## config.mk

```make
export PLATFORM = sky130hd
export DESIGN_NAME = aging_priority_arbiter
export DESIGN_NICKNAME = d
export VERILOG_FILES = /design/src/rtl/aging_priority_arbiter.sv
export SDC_FILE = /design/constraint.sdc
export NUM_CORES = 1
export LEC_CHECK = 0
export CAP_MARGIN = 30
export CORE_MARGIN = 8
export CORE_UTILIZATION = 50
export DETAILED_ROUTE_END_ITERATION = 10
export PLACE_DENSITY_LB_ADDON = 0.25
export SLEW_MARGIN = 20
export SYNTH_ARGS = -nofsm -noshare
export SYNTH_HDL_FRONTEND = slang
export SYNTH_SLANG_ARGS = --single-unit
```

## constraint.sdc

```tcl
create_clock -name clk -period 5.14 [get_ports clk]
set_clock_uncertainty 0.05 [all_clocks]
set_input_delay 1.028 -clock clk [delete_from_list [all_inputs] [get_ports clk]]
set_output_delay 1.028 -clock clk [all_outputs]
set_load 0.05 [all_outputs]
```

## src/rtl/aging_priority_arbiter.sv

```systemverilog
// Registered fixed-priority arbiter with bounded grant tenure and age-based
// starvation promotion; index 0 has the highest base priority.
module aging_priority_arbiter #(
  parameter int unsigned N         = 4,
  parameter int unsigned AGE_LIMIT = 8,
  parameter int unsigned HOLD_MAX  = 4
) (
  input  logic                               clk,
  input  logic                               rst,
  input  logic [N-1:0]                       req,
  output logic [N-1:0]                       grant,
  output logic                               grant_valid,
  output logic [((N > 1) ? $clog2(N) : 1)-1:0] grant_id,
  output logic                               promoted
);

  localparam int unsigned IW = (N > 1) ? $clog2(N) : 1;
  localparam int unsigned AW = $clog2(AGE_LIMIT + 1);
  localparam int unsigned HW = (HOLD_MAX > 1) ? $clog2(HOLD_MAX) : 1;

  logic [N-1:0]  grant_q, grant_d;
  logic [IW-1:0] id_q, id_d;
  logic          prom_q, prom_d;
  logic [HW-1:0] hold_q, hold_d;
  logic [AW-1:0] age_q [N];
  logic [AW-1:0] age_d [N];

  logic          busy, rel, arb;
  logic [N-1:0]  others, cand, starving;
  logic [IW-1:0] cand_idx, starv_idx, winner_idx;

  always_comb begin
    busy = |grant_q;
    rel  = busy && (!(|(req & grant_q)) || (hold_q == HW'(HOLD_MAX - 1)));
    arb  = !busy || rel;

    // An expiring owner yields only if someone else is waiting.
    others = req & ~grant_q;
    cand   = (rel && (|others)) ? others : req;

    for (int i = 0; i < int'(N); i++) begin
      starving[i] = cand[i] && (age_q[i] == AW'(AGE_LIMIT));
    end

    cand_idx  = '0;
    starv_idx = '0;
    for (int i = int'(N) - 1; i >= 0; i--) begin
      if (cand[i])     cand_idx  = IW'(i);
      if (starving[i]) starv_idx = IW'(i);
    end
    winner_idx = (|starving) ? starv_idx : cand_idx;

    grant_d = grant_q;
    id_d    = id_q;
    prom_d  = prom_q;
    hold_d  = hold_q + 1'b1;
    if (arb) begin
      hold_d = '0;
      if (|cand) begin
        grant_d             = '0;
        grant_d[winner_idx] = 1'b1;
        id_d                = winner_idx;
        prom_d              = (|starving) && (winner_idx != cand_idx);
      end else begin
        grant_d = '0;
        id_d    = '0;
        prom_d  = 1'b0;
      end
    end

    for (int i = 0; i < int'(N); i++) begin
      if (req[i] && !grant_q[i]) begin
        age_d[i] = (age_q[i] == AW'(AGE_LIMIT)) ? age_q[i] : age_q[i] + 1'b1;
      end else begin
        age_d[i] = '0;
      end
    end
  end

  always_ff @(posedge clk) begin
    if (rst) begin
      grant_q <= '0;
      id_q    <= '0;
      prom_q  <= 1'b0;
      hold_q  <= '0;
      for (int i = 0; i < int'(N); i++) age_q[i] <= '0;
    end else begin
      grant_q <= grant_d;
      id_q    <= id_d;
      prom_q  <= prom_d;
      hold_q  <= hold_d;
      for (int i = 0; i < int'(N); i++) age_q[i] <= age_d[i];
    end
  end

  assign grant       = grant_q;
  assign grant_valid = |grant_q;
  assign grant_id    = id_q;
  assign promoted    = prom_q;

endmodule
```

Yosys cells after proc, flatten, opt, wreduce, memory -nomap -nowiden

Memories as Yosys holds them, arrays and structs flattened.
Index checks and enable logic that the tools add are counted.

Equality and inequality tests: 6
Add/subtract/negate cells: 5
Muxes and demuxes: 30
Reductions and logical operators: 26
Bitwise gates (word level): 7
Magnitude comparators: 2

Operator list:

| cell                  | count |
|---|---|
| $mux W4               | 14 |
| $mux W2               | 10 |
| $reduce_or A4 Y1      | 5 |
| $add A4 B1 Y4 const B | 4 |
| $eq A4 B4 Y1 const B  | 4 |
| $logic_and A1 B1 Y1   | 12 |
| $and A4 B4 Y4         | 2 |
| $logic_not A1 Y1      | 6 |
| $mux W1               | 5 |
| $not A4 Y4            | 1 |
| $or A1 B1 Y1          | 4 |
| $lt A2 B3 Y1 const B  | 1 |
| $add A2 B1 Y2 const B | 1 |
| $demux W1 S2          | 1 |
| $eq A2 B2 Y1 const B  | 1 |
| $ge A2 B1 Y1 const B  | 1 |
| $logic_or A1 B1 Y1    | 2 |
| $ne A2 B2 Y1          | 1 |
| $reduce_or A2 Y1      | 1 |

Output and inout bits: 8
Logic and storage cells: 81
Input bits: 6
Memories: 1
Flip-flop bits (word level): 9
Memory bits (writable): 16

Memory list:

| name  | words | width | read ports | clocked after memory_dff | wr ports | RTL line | RTL |
|---|---|---|---|---|---|---|---|
| age_q | 4     | 4     | 4          | 0                        | 4        | 25       | `logic [AW-1:0] age_q [N];` |

Longest topological paths before layout

Word-level depth: 18
Gate-level depth with buffers: 9

Worst setup path after synthesis

OpenSTA, ideal clock, no wires.

Path type: register to output
From: register grant_q[0] (netlist: grant[0])
To: output port grant_valid
Buffers on the path: 0
Required time: 4.062 ns
Arrival: 1.334 ns
Slack: 2.728 ns
Stages on the path, launching flop included: 2
Cell sequence: dfxtp_1 > or4_1

Word-level cells in the longest chain between the ends: 1

Ends and longest elaborated chain:

| what                   | RTL line | RTL |
|---|---|---|
| start, declared        | 21       | `logic [N-1:0] grant_q, grant_d;` |
| start signal, assigned | 88       | `grant_q <= grant_d;` |
| $reduce_or A4 Y1       | 97       | `assign grant_valid = \|grant_q;` |
| end, declared          | 12       | `output logic grant_valid,` |

Every way passes these cells.

Final worst setup path

Same ends and word-level chain as after synthesis.

==> out/metrics.csv <==
metric,value,unit
Reg2Reg Setup Slack,3.12,ns
Worst Tran Pin Value,0.5064,ns
hpwl dp,2328,um
Mapped Nets,173,
initial antenna violation count,0,
Setup Buffers After CTS,0,
max frequency,330.2,MHz
Post-CTS Resized,0,
final setup vio count,0,
n_diodes,0,
starting density of the core,0.5277,
Place WS,2.090,ns
Max Slew Vio Count,0,
port bufs,13,
routed len/inst,14.87,um
fraction of registers with async set or reset after synthesis,0,
largest area contributor in the netlist,dfxtp_1,
CP startpoint kind,register,
number of global-route vias before repair,1153,
"Data required, critical path",4.06,ns
GRT Residual Overflow,0,
final wirelength,3004,um
htree depth,1,
hold depth,1,
clock slew at reported path FFs,0.12,ns
root buf cell,clkbuf_4,
critical path depth,2,
Hold Startpoint,hold_q[0],
fin crit period,3.029,ns
largest net degree at the start of global routing,14,
mapped cell area,1455,sq um
critical path class,reg2out,
CTS Buffer Depth,2,
crit path capture type,output pin,
core area,2758,sq um
status,"complete, no violations",
Final period util,0.5893,
flip-flop and latch count after synthesis,25,
nets,187,
final setup TNS,0,ns
hold worst-path end,hold_q[0],
total CTS buffers,3,
DR vias/cell,5.817,
cells along the critical path,"or4_1, clkdlybuf4s50_1",
Rows,19,
Initial DRT Pass Iterations,4,
gp weighted congestion,0.8455,
setup ws final,2.111,ns
most frequent cells in the layout,"dfxtp_1 (25), clkdlybuf4s50_1 (13), nor2_1 (12), nand2_1 (12)",
die area,4892,sq um
Sink Count,25,
yosys warns,0,
Main synth FF type,dfxtp_1,
CP top delay family,buffers and inverters,
"EDFF count, synth",0,
cells after synthesis,158,
die width,69.95,um
post-synth cell types,43,
worst-path fanout max,7,
launch point of the worst reg-to-reg path,hold_q[0],
Peak VDD IR,0.1568,mV
via count,1175,
Die Y,69.95,um
CP bufs+invs,1,
"Hold Violations, Final",0,
CTS Hold Bufs,0,
"most common cell after layout, fill and taps aside",dfxtp_1,
Area growth syn-to-layout,12.38,%
placed cell count,198,
CP max-delay cell,clkdlybuf4s50_1,
Initial DRC Count,103,
Syn Area/Cell,9.210,sq um
CTS tree,built,
first-pass GRT wire length,5250,um
# DRC,0,
clk_lat worst skew,0.32,ns
remaining antenna violation count,0,
"top cells by area, synth","dfxtp_1 (34%), ha_1 (7.7%), xnor2_1 (4.8%)",
gr usage total,0.1254,
max cap viols,0,
type of the most critical hold path,reg2reg,
CP max stage delay,0.71,ns
Reg2Reg Depth,7,
proportion of synthesized chip area in sequential cells,0.3439,
slew margin rel.,0.6613,
RR Endpoint,grant[0],
Layout Cells excl Fill,202,
top-area cell type share of the netlist area,0.3439,
I/O pin total,14,
layout cells sized above 1,0.08772,
Cell Pwr Density,238.3,nW/um^2
crit path DAT,1.95,ns
Pleak,0.0005991,uW
RSZ-0062 raised after global routing,no,
registers in the layout, summed over array words and instances (netlist names):
signal and flops:
grant 4, age_q 16, grant_id 2, hold_q 2
promoted 1
worst reg2reg max path: stages (launching register included):
cell	delay, ns
dfxtp_1	0.34
ha_1	0.27
a21boi_0	0.37
a41o_1	0.18
a22oi_2	0.11
o22ai_1	0.24
nand2_1	0.12
a32o_1	0.26
power by group:
group | leakage [uW] | internal, uW | switching [uW]
registers | 0.000203 | 202 | 8.17
logic | 0.000381 | 35.9 | 56.6
clock network | 0.0000150 | 30.4 | 56.9
total | 0.000599 | 268 | 122
cells by family after synthesis:
family,share of synthesized area
AND/OR/NAND/NOR,0.2425
adder cells (fa/ha/maj),0.07739
flip-flops,0.3439
buffers and inverters,0.03353
AO/OA/AOI/OAI,0.2304
XOR/XNOR,0.07223
worst max path at each step:
| stage | startpoint | endpoint | slack (ns) |
|---|---|---|---|
| 3_3_place_gp | req[2] | promoted | 2.12 |
| 2_1_floorplan | grant[0] | grant_valid | 2.73 |
| 6_report | grant[0] | grant_valid | 2.11 |
| 5_1_grt | grant[0] | grant_valid | 2.04 |
| 3_5_place_dp | req[2] | grant[0] | 2.09 |
| 4_1_cts | grant[0] | grant_valid | 2.09 |
through the flow:
| step | util | area (sq um) | power (uW) | hold WS, ns |
|---|---|---|---|---|
| floorplan | - | 1455 | 279.4 | 0.3484 |
| global placement | 0.5835 | 1609 | 304.1 | 0.3574 |
| detailed placement | 0.5835 | 1609 | 306.3 | 0.3724 |
| CTS | 0.5930 | 1635 | 393.1 | 0.3909 |
| global route | 0.5930 | 1635 | 409.1 | 0.4158 |
| finish | 0.5930 | 1635 | 389.8 | 0.3796 |
final cells by class:
class                      count  area, sq um
multi-input combinational    120        905.9
tap                           31        38.79
fill                         241         1122
clock buffer                   4        26.28
inverter                       9        33.78
sequential                    25        500.5
timing repair buffer          13        130.1
synthesized netlist by cell type (2+ instances only):
cell type / count
a21o_1: 2
nor2_1: 12
a21boi_0: 2
a22oi_1: 2
nand2b_1: 6
nor3_1: 5
and3b_1: 4
nand3_1: 6
nor2b_1: 5
o21ai_0: 2
nand3b_1: 7
o2bb2ai_1: 2
dfxtp_1: 25
nand2_1: 12
xnor2_1: 8
a21oi_1: 6
a41o_1: 2
xor2_1: 4
inv_1: 9
ha_1: 9
o22ai_1: 2
clkbuf_1: 4
and2_1: 2
per-layer routing:
| layer | share of wire | wire, um | track usage | vias to the layer above |
|---|---|---|---|---|
| met3 | 0.039 | 118 | 0.02401 | 5 |
| li1 | - | - | - | 588 |
| met4 | 0.018 | 55 | 0.05804 | 0 |
| met5 | 0 | 0 | 0 | - |
| met2 | 0.48 | 1430 | 0.2102 | 22 |
| met1 | 0.47 | 1399 | 0.1497 | 560 |
No activity file was read; power rests on OpenSTA's default activity.
